<file path="src/rtl/branch_resolver_pkg.sv">
// Shared definitions for the branch-resolution path: global widths, constants
// and the resolver's RUN/FLUSH state encoding.
package branch_resolver_pkg;

  localparam int unsigned AddrLen    = 32;
  localparam int unsigned InstLen    = 32;
  localparam int unsigned PredIdxLen = 4;

  localparam logic [AddrLen-1:0] ZERO_WORD = '0;
  localparam logic               True      = 1'b1;
  localparam logic               False     = 1'b0;

  typedef enum logic {
    StRun,
    StFlush
  } br_state_e;

endpackage

</file>
<file path="src/rtl/branch_resolver_pred_fifo.sv">
// Parameterised synchronous FIFO holding in-flight branch predictions.
// A flush empties the queue and wins over a simultaneous push or pop.
module branch_resolver_pred_fifo #(
  parameter int unsigned Depth = 4,
  parameter int unsigned Width = 8
) (
  input  logic             clk_i,
  input  logic             rst_i,
  input  logic             push_i,
  input  logic             pop_i,
  input  logic             flush_i,
  input  logic [Width-1:0] wdata_i,
  output logic [Width-1:0] rdata_o,
  output logic             full_o,
  output logic             empty_o
);

  localparam int unsigned PtrW = $clog2(Depth);
  localparam logic [PtrW:0] CountMax = (PtrW + 1)'(Depth);

  logic [Width-1:0] mem_q [Depth];
  logic [PtrW-1:0]  wr_ptr_q, wr_ptr_d;
  logic [PtrW-1:0]  rd_ptr_q, rd_ptr_d;
  logic [PtrW:0]    count_q, count_d;
  logic             do_push, do_pop;

  assign full_o  = (count_q == CountMax);
  assign empty_o = (count_q == '0);
  assign rdata_o = mem_q[rd_ptr_q];

  assign do_push = push_i & ~full_o & ~flush_i;
  assign do_pop  = pop_i & ~empty_o & ~flush_i;

  always_comb begin
    wr_ptr_d = wr_ptr_q;
    rd_ptr_d = rd_ptr_q;
    count_d  = count_q;
    if (flush_i) begin
      wr_ptr_d = '0;
      rd_ptr_d = '0;
      count_d  = '0;
    end else begin
      if (do_push) wr_ptr_d = wr_ptr_q + PtrW'(1);
      if (do_pop)  rd_ptr_d = rd_ptr_q + PtrW'(1);
      unique case ({do_push, do_pop})
        2'b10:   count_d = count_q + (PtrW + 1)'(1);
        2'b01:   count_d = count_q - (PtrW + 1)'(1);
        default: count_d = count_q;
      endcase
    end
  end

  always_ff @(posedge clk_i) begin
    if (rst_i) begin
      wr_ptr_q <= '0;
      rd_ptr_q <= '0;
      count_q  <= '0;
    end else begin
      wr_ptr_q <= wr_ptr_d;
      rd_ptr_q <= rd_ptr_d;
      count_q  <= count_d;
    end
  end

  // Storage needs no reset: an entry is only read after it has been written.
  always_ff @(posedge clk_i) begin
    if (do_push) mem_q[wr_ptr_q] <= wdata_i;
  end

endmodule

</file>
<file path="src/rtl/branch_resolver.sv">
// Checks EX branch outcomes against the oldest queued IF prediction, trains the
// predictor and redirects fetch with a one-cycle flush on a mispredict.
module branch_resolver
  import branch_resolver_pkg::*;
#(
  parameter int unsigned DEPTH  = 4,
  parameter int unsigned ADDR_W = AddrLen,
  parameter int unsigned IDX_W  = PredIdxLen
) (
  input  logic              clk_i,
  input  logic              rst_i,
  input  logic              rdy_i,
  input  logic              if_valid_i,
  input  logic [ADDR_W-1:0] if_pc_i,
  input  logic              if_is_btype_i,
  input  logic              if_pred_jump_i,
  input  logic [ADDR_W-1:0] if_pred_pc_i,
  input  logic              ex_valid_i,
  input  logic              ex_jump_i,
  input  logic [ADDR_W-1:0] ex_target_i,
  output logic              is_btype_o,
  output logic              jump_or_not_o,
  output logic [IDX_W-1:0]  ex_pc_bus_o,
  output logic              failed_o,
  output logic [ADDR_W-1:0] redirect_pc_o,
  output logic              full_o
);

  // Entry layout: {pc, btype, pred_jump, pred_pc}
  localparam int unsigned EntryW = 2 * ADDR_W + 2;

  br_state_e state_q, state_d;

  logic [EntryW-1:0] push_data, head_data;
  logic              fifo_empty;
  logic              push_ok, pop_ok, mispred;

  logic [ADDR_W-1:0] head_pc, head_pred_pc, correct_pc;
  logic              head_btype, head_pred_jump;

  logic              is_btype_q, is_btype_d;
  logic              jump_q, jump_d;
  logic [IDX_W-1:0]  pc_bus_q, pc_bus_d;
  logic              failed_q, failed_d;
  logic [ADDR_W-1:0] redirect_q, redirect_d;

  assign push_data = {if_pc_i, if_is_btype_i, if_pred_jump_i, if_pred_pc_i};
  assign {head_pc, head_btype, head_pred_jump, head_pred_pc} = head_data;

  // The FIFO drops a push when full, so the top need not gate on full here.
  assign push_ok = if_valid_i & rdy_i & (state_q == StRun);
  assign pop_ok  = ex_valid_i & rdy_i & ~fifo_empty & (state_q == StRun);

  assign mispred = pop_ok & ((head_pred_jump != ex_jump_i) |
                             (ex_jump_i & (head_pred_pc != ex_target_i)));
  assign correct_pc = ex_jump_i ? ex_target_i : head_pc + ADDR_W'(4);

  branch_resolver_pred_fifo #(
    .Depth (DEPTH),
    .Width (EntryW)
  ) u_pred_fifo (
    .clk_i   (clk_i),
    .rst_i   (rst_i),
    .push_i  (push_ok),
    .pop_i   (pop_ok),
    .flush_i (mispred),
    .wdata_i (push_data),
    .rdata_o (head_data),
    .full_o  (full_o),
    .empty_o (fifo_empty)
  );

  always_comb begin
    state_d    = state_q;
    is_btype_d = False;
    jump_d     = False;
    pc_bus_d   = '0;
    failed_d   = False;
    redirect_d = ZERO_WORD[ADDR_W-1:0];

    unique case (state_q)
      StRun:   if (mispred) state_d = StFlush;
      StFlush: state_d = StRun;
      default: state_d = StRun;
    endcase

    if (pop_ok) begin
      is_btype_d = head_btype;
      jump_d     = ex_jump_i;
      pc_bus_d   = head_pc[IDX_W+1:2];
      failed_d   = mispred;
      redirect_d = mispred ? correct_pc : '0;
    end
  end

  always_ff @(posedge clk_i) begin
    if (rst_i) begin
      state_q    <= StRun;
      is_btype_q <= 1'b0;
      jump_q     <= 1'b0;
      pc_bus_q   <= '0;
      failed_q   <= 1'b0;
      redirect_q <= '0;
    end else if (rdy_i) begin
      state_q    <= state_d;
      is_btype_q <= is_btype_d;
      jump_q     <= jump_d;
      pc_bus_q   <= pc_bus_d;
      failed_q   <= failed_d;
      redirect_q <= redirect_d;
    end
  end

  assign is_btype_o    = is_btype_q;
  assign jump_or_not_o = jump_q;
  assign ex_pc_bus_o   = pc_bus_q;
  assign failed_o      = failed_q;
  assign redirect_pc_o = redirect_q;

endmodule

</file>
<file path="config.mk">
export PLATFORM = sky130hd
export DESIGN_NAME = branch_resolver
export DESIGN_NICKNAME = d
export VERILOG_FILES = /design/src/rtl/branch_resolver_pkg.sv /design/src/rtl/branch_resolver_pred_fifo.sv /design/src/rtl/branch_resolver.sv
export SDC_FILE = /design/constraint.sdc
export NUM_CORES = 1
export LEC_CHECK = 0
export BUFFER_PORTS_ARGS = -buffer_cell sky130_fd_sc_hd__buf_2
export CORE_MARGIN = 2
export CORE_UTILIZATION = 50
export DETAILED_ROUTE_END_ITERATION = 10
export GPL_ROUTABILITY_DRIVEN = 0
export GPL_TIMING_DRIVEN = 1
export PLACE_DENSITY_LB_ADDON = 0.12
export SYNTH_ARGS = -nofsm -noshare
export SYNTH_HDL_FRONTEND = slang
export SYNTH_SLANG_ARGS = --single-unit
</file>
<file path="constraint.sdc">
create_clock -name clk_i -period 11.1 [get_ports clk_i]
set_input_delay 1.11 -clock clk_i [delete_from_list [all_inputs] [get_ports clk_i]]
set_output_delay 1.11 -clock clk_i [all_outputs]
set_load 0.05 [all_outputs]
</file>
==> results of run 1 <==
[cells by family after synthesis]
group,after synthesis,synth area share
adder cells (fa/ha/maj),7,0.007438
AO/OA/AOI/OAI,83,0.04091
buffers and inverters,43,0.02369
XOR/XNOR,63,0.04316
AND/OR/NAND/NOR,147,0.06147
multiplexers,88,0.1265
flip-flops,313,0.6969
[per-stage QoR]
| step | utilization | area (um2) | setup WS (ps) | hold slack, ps |
|---|---|---|---|---|
| detailed placement | 0.5472 | 13740 | 5827 | 442.2 |
| global route | 0.5871 | 14740 | 5454 | 481.2 |
| global placement | 0.5472 | 13740 | 5915 | 429.5 |
| floorplan | - | 12780 | 6593 | 449.8 |
| CTS | 0.5871 | 14740 | 5782 | 461.5 |
| finish | 0.5871 | 14740 | 5909 | 458.3 |
[cells in the mapped netlist (9+ instances only)]
cell / n
dfxtp_1: 49
nand4_1: 9
nand2_1: 45
clkbuf_1: 9
mux4_2: 52
nor4_1: 10
a21oi_1: 22
inv_1: 13
mux2i_1: 28
xor2_1: 20
nor2_1: 29
o21ai_0: 33
nand3_1: 11
a22o_1: 12
xnor2_1: 43
edfxtp_1: 264
[worst reg2reg max path: cells and delay by family (launching register included)]
kind            cells  cell delay [ps]
compound gates      3             1030
mux                 1              600
buf+inv             2             1250
flops               1              870
simple gates        2              880
xor+xnor            1              160
[path summary, 6_finish.rpt]
check | startpoint | end
max | flop | u_pred_fifo.mem_q[0][45]
min | redirect_pc_o[14] | redirect_pc_o[14]
max reg2reg | flop | u_pred_fifo.mem_q[0][45]
min reg2reg | redirect_pc_o[14] | redirect_pc_o[14]
[sequential cells by signal, indices dropped and copies added, names as in the netlist, 2 cells and up, named ones only]
| register | cells |
|---|---|
| redirect_pc_o | 32 |
| u_pred_fifo.count_q | 3 |
| u_pred_fifo.rd_ptr_q | 2 |
| u_pred_fifo.mem_q | 264 |
| u_pred_fifo.wr_ptr_q | 2 |
| ex_pc_bus_o | 4 |
[area by class of cell]
| class | instances | area [um2] | area share |
|---|---|---|---|
| clock inverter | 10 | 110.1 | 0.007470 |
| timing repair buffer | 152 | 783.3 | 0.05314 |
| tap | 330 | 412.9 | 0.02801 |
| sequential | 313 | 8916 | 0.6049 |
| clock buffer | 48 | 889.6 | 0.06035 |
| multi-input combinational | 388 | 3580 | 0.2428 |
| inverter | 13 | 48.80 | 0.003310 |
[layer usage]
metal / vias to the layer above / part of all wire
li1: 3221 / -
met1: 3621 / 0.43
met2: 269 / 0.48
met3: 47 / 0.073
met4: 6 / 0.025
met5: - / 0.0013
[power groups by stage]
stage	sequential (mW)	combinational, mW	clock, mW
2_1_floorplan	1.34	0.0768	0
4_1_cts	1.31	0.151	1.03
5_1_grt	1.31	0.162	1.08
3_5_place_dp	1.34	0.150	0
3_3_place_gp	1.33	0.147	0
6_report	1.31	0.150	1.02
==> flow_metrics.tcl, run 1 <==
set metrics [dict create \
    outcome "complete, no violations" \
    ys_top_cells_by_area "edfxtp_1 (62%), mux4_2 (9.2%), dfxtp_1 (7.7%)" \
    yosys.area.top_type "edfxtp_1" \
    synth_cell_type_count 60 \
    power.density_nw_per_um2 168.2 \
    synth.top_cell.area_share 0.6201 \
    grt_overflow_total 0 \
    worst_pin_slew_ps 1044 \
    cts_sinks 313 \
    portBuffers 143 \
    combPwrFrac 0.061 \
    vias 7164 \
    fin_skew_ps 25.99 \
    slew_headroom 0.3043 \
    cp_data_required_time_ps 11280 \
    die_x_um 163.9 \
    syn_inst 744 \
    stdcell_count 1254 \
    rr_worst_depth 9 \
    path_common_cell "buf_4" \
    yosys_warnings 0 \
    cts_setup_buffers 0 \
    cp_slowest_stage_delay_ps 870 \
    wl_um 29280 \
    drv_cap 0 \
    dieArea_um2 26860 \
    drive_above_1_share 0.2933 \
    critPathSlowestCell "dfxtp_4" \
    ys_seq_elements 313 \
    finalHoldViolations 0 \
    fin_crit_ps 5191 \
    ctsResizeCount 0 \
    ys_seq_area_frac 0.6969 \
    setup_viol 0 \
    cts_tree "yes" \
    clkTransAtPathRegs_ps 60 \
    syn-num-nets 855 \
    mostFrequentLayoutCell "edfxtp_1" \
    met2_usage 0.3512 \
    setup_tns_ps 0 \
    path_max_fanout 38 \
    dpl.hpwl_um 19740 \
    final_cell_mix "edfxtp_1 (264), buf_2 (143), mux4_2 (52)" \
    grt_max_degree 67 \
    power_mw 2.479 \
    crit_family "buffers and inverters" \
    p_leak_nw 4.981 \
    ir_drop_uv 127.5 \
    coreArea_um2 25110 \
    ctsLongestPathBuffers 3 \
    cp_num_buf_inv 2 \
    max_freq_mhz 192.6 \
    htree_levels 1 \
    crit_path_end_kind "flop" \
    ant_nets 0 \
    drtIter0Drc 526 \
    p_sw_mw 0.5262 \
    arrival_ps 5370 \
    fillers 1954 \
    antenna_found_initial 3 \
    avgSynthCellArea_um2 17.18 \
    critPathKind "reg2reg" \
    met1_usage 0.3093 \
    fin_crit_sh 0.4676 \
    nets 1010 \
    area_delta_synth_final_pct 15.31 \
    async_flop_share 0 \
    netSwitchingFraction 0.2122 \
    dr.pass1.iters 5 \
    diodes 0 \
    min_path_cells 2 \
    seq_power_share 0.529 \
    cts.hold.buffers_added 0 \
    grt.total_usage 0.2194 \
    ys.flop_type "edfxtp_1" \
    synth-edff-count 264 \
    wl_per_cell_um 23.35 \
    internal-power_mw 1.953 \
    crit_chain "buf_4 -> mux4_2 -> xnor2_1 -> nand4_1 -> a2111oi_2 -> o2111ai_2 -> a21boi_1 -> and2_2 -> buf_4" \
    grt_pass1_wl_um 43370 \
    ioPinCount 144 \
    path_depth 9 \
    synth_area_um2 12780 \
    reg2reg_slack_ps 5910 \
    clkPwrFrac 0.411 \
    clk_latency_ps 570 \
    start_kind "flop" \
    hp-class "reg2reg" \
    start_util 0.5091 \
    placedCellCount 1196 \
    cts-root-buf "clkbuf_16" \
    rsz0062_at_grt "false" \
    die_h_um 163.9 \
    use_met3 0.04217 \
    drc 0 \
    viasPerCell 5.713 \
    cts_made_buffers 31 \
    fp-row-count 58 \
    grt.busiest_layer "met2" \
    drv_slew 0 \
    first_global_vias 7231 \
]
No activity file was read; power rests on OpenSTA's default activity.
==> run 2: changes to the inputs <==
--- a/config.mk
+++ b/config.mk
@@ -5,6 +5,7 @@
 export SDC_FILE = /design/constraint.sdc
 export NUM_CORES = 1
 export LEC_CHECK = 0
+export ABC_AREA = 1
 export BUFFER_PORTS_ARGS = -buffer_cell sky130_fd_sc_hd__buf_2
 export CORE_MARGIN = 2
 export CORE_UTILIZATION = 50
==> constraint.sdc (replaced) <==
create_clock -name clk_i -period 5.15 [get_ports clk_i]
set_input_delay 0.515 -clock clk_i [delete_from_list [all_inputs] [get_ports clk_i]]
set_output_delay 0.515 -clock clk_i [all_outputs]
set_load 0.05 [all_outputs]
==> flow_metrics.tcl, run 2 <==
set metrics [dict create \
    largest_reg_flops 264 \
    cts_sinks 313 \
    htree_levels 2 \
    cts.hold.buffers_added 0 \
    crit_path_end_kind "flop" \
    path_common_cell "nand2_1" \
    drc 0 \
    yosys_warnings 0 \
    viasPerCell 5.360 \
    cp_data_required_time_ps 5590 \
    drv_cap 0 \
    die_x_um 169.9 \
    power.density_nw_per_um2 375.5 \
    wl_um 34950 \
    start_kind "flop" \
    hp-class "in2reg" \
    grt.total_usage 0.2425 \
    dpl.hpwl_um 22000 \
    outcome "complete, no violations" \
    use_met3 0.04326 \
    setup_viol 0 \
    ant_nets 0 \
    slew_headroom 0.4226 \
    coreArea_um2 26950 \
    ctsResizeCount 0 \
    cts_setup_buffers 0 \
    synth-edff-count 264 \
    drtIter0Drc 855 \
    syn-num-nets 1502 \
    fp-row-count 60 \
    fin_skew_ps 23.91 \
    cp_slowest_stage_delay_ps 590 \
    max_freq_mhz 273.8 \
    mostFrequentLayoutCell "nand2_1" \
    ys_seq_area_frac 0.6476 \
    ioPinCount 144 \
    ir_drop_uv 258.5 \
    setup_tns_ps 0 \
    synth.most_common_cell "nand2_1" \
    cts-root-buf "clkbuf_16" \
    avgSynthCellArea_um2 9.890 \
    met1_usage 0.3415 \
    die_h_um 169.9 \
    area_delta_synth_final_pct 15.02 \
    arrival_ps 4090 \
    grt.busiest_layer "met2" \
    portBuffers 143 \
    synth_common_cells "nand2_1 (562), edfxtp_1 (264), nand3_1 (142), nor2_1 (84), inv_1 (62)" \
    async_flop_share 0 \
    critPathSlowestCell "inv_4" \
    start_util 0.5104 \
    wl_per_cell_um 18.52 \
    first_global_vias 9438 \
    yosys.area.top_type "edfxtp_1" \
    fin_crit_ps 3652 \
    synth.top_cell.area_share 0.5763 \
    grt_pass1_wl_um 52850 \
    synth_cell_type_count 33 \
    cts_made_buffers 34 \
    rsz0062_at_grt "false" \
    fin_crit_sh 0.7091 \
    grt_overflow_total 0 \
    hold_slack_ps 220.4 \
    clkTransAtPathRegs_ps 60 \
    clk_latency_ps 510 \
    worst_pin_slew_ps 866.1 \
    critPathKind "reg2reg" \
    ys_seq_elements 313 \
    final_cell_mix "nand2_1 (562), edfxtp_1 (264), buf_2 (143)" \
    met2_usage 0.3860 \
    ys_top_cells_by_area "edfxtp_1 (58%), nand2_1 (15%), dfxtp_1 (7.1%)" \
    ctsLongestPathBuffers 3 \
    path_max_fanout 82 \
    regMostFlops "u_pred_fifo.mem_q" \
    synth_area_um2 13760 \
    vias 10120 \
    ys.flop_type "edfxtp_1" \
    syn_inst 1391 \
    nets 1630 \
    antenna_found_initial 3 \
    p_leak_nw 6.255 \
    finalHoldViolations 0 \
    power_mw 5.942 \
    dr.pass1.iters 5 \
    dieArea_um2 28860 \
    drive_above_1_share 0.1470 \
    drv_slew 0 \
    grt_max_degree 129 \
    cts_tree "yes" \
    crit_chain "inv_4 -> nand2_1 -> nand3_1 -> nand2_1 -> nand2_1 -> o21ai_0 -> nor2_1 -> nand2_1 -> nor2_1 -> nand3_1 -> nand2_2 -> nand2_1 -> ha_1 -> inv_1 -> fa_1 -> nand2_1 -> o21ai_0 -> nor2_1" \
]
## run 2: cell type report
cell class,instances,area [um2]
Sequential cell,313,8914
Inverter,68,260.3
Antenna cell,2,5.005
Timing Repair Buffer,153,853.3
Tap cell,341,426.7
Clock inverter,13,143.9
Multi-Input combinational cell,949,4245
Fill cell,2281,11130
Clock buffer,48,975.9
## run 2: where the power goes
group | total, mW | leakage [nW] | switching (mW) | internal, mW
logic | 0.675 | 2.92 | 0.487 | 0.188
registers | 2.85 | 2.79 | 0.0239 | 2.82
clock network | 2.42 | 0.543 | 0.945 | 1.47
total | 5.94 | 6.26 | 1.46 | 4.49
## run 2: worst paths after layout
check                    start                 endpoint  slack (ps)  cells after the start
max                       flop   u_pred_fifo.count_q[1]        1500                     18
min reg2reg  redirect_pc_o[12]        redirect_pc_o[12]         460                      2
min            if_pred_pc_i[6]  u_pred_fifo.mem_q[3][6]         220                      1
max reg2reg               flop   u_pred_fifo.count_q[1]        1500                     18
## run 2: per-stage QoR
step                      area, um2  std cells  utilization  setup slack [ps]
after CTS                     15820       1885       0.5870              1593
after global routing          15820       1887       0.5871              1149
final                         15820       1887       0.5871              1498
after detailed placement      14700       1824       0.5454              1598
after global placement        14700       1824       0.5454              1617
after floorplan               13760       1391            -             289.2
## run 2: routing by layer
layer / wire (um) / share of wire
met5: 13 / 0.00037
met2: 16020 / 0.46
met4: 942 / 0.027
met1: 15410 / 0.44
met3: 2574 / 0.074
## run 2: critical path: cells and delay by family, from the launching register on
kind / cells / cell delay [ps]
AOI/OAI and AO/OA: 2 / 180
DFF: 1 / 360
adders and majority gates: 2 / 700
and+or+nand+nor: 12 / 1650
buffers and inverters: 2 / 680
## run 2: cells by family after synthesis
| kind of cell | synth area share |
|---|---|
| buffers and inverters | 0.04602 |
| XOR/XNOR | 0.01592 |
| adder cells (fa/ha/maj) | 0.006912 |
| AND/OR/NAND/NOR | 0.2471 |
| AO/OA/AOI/OAI | 0.03647 |
| flip-flops | 0.6476 |
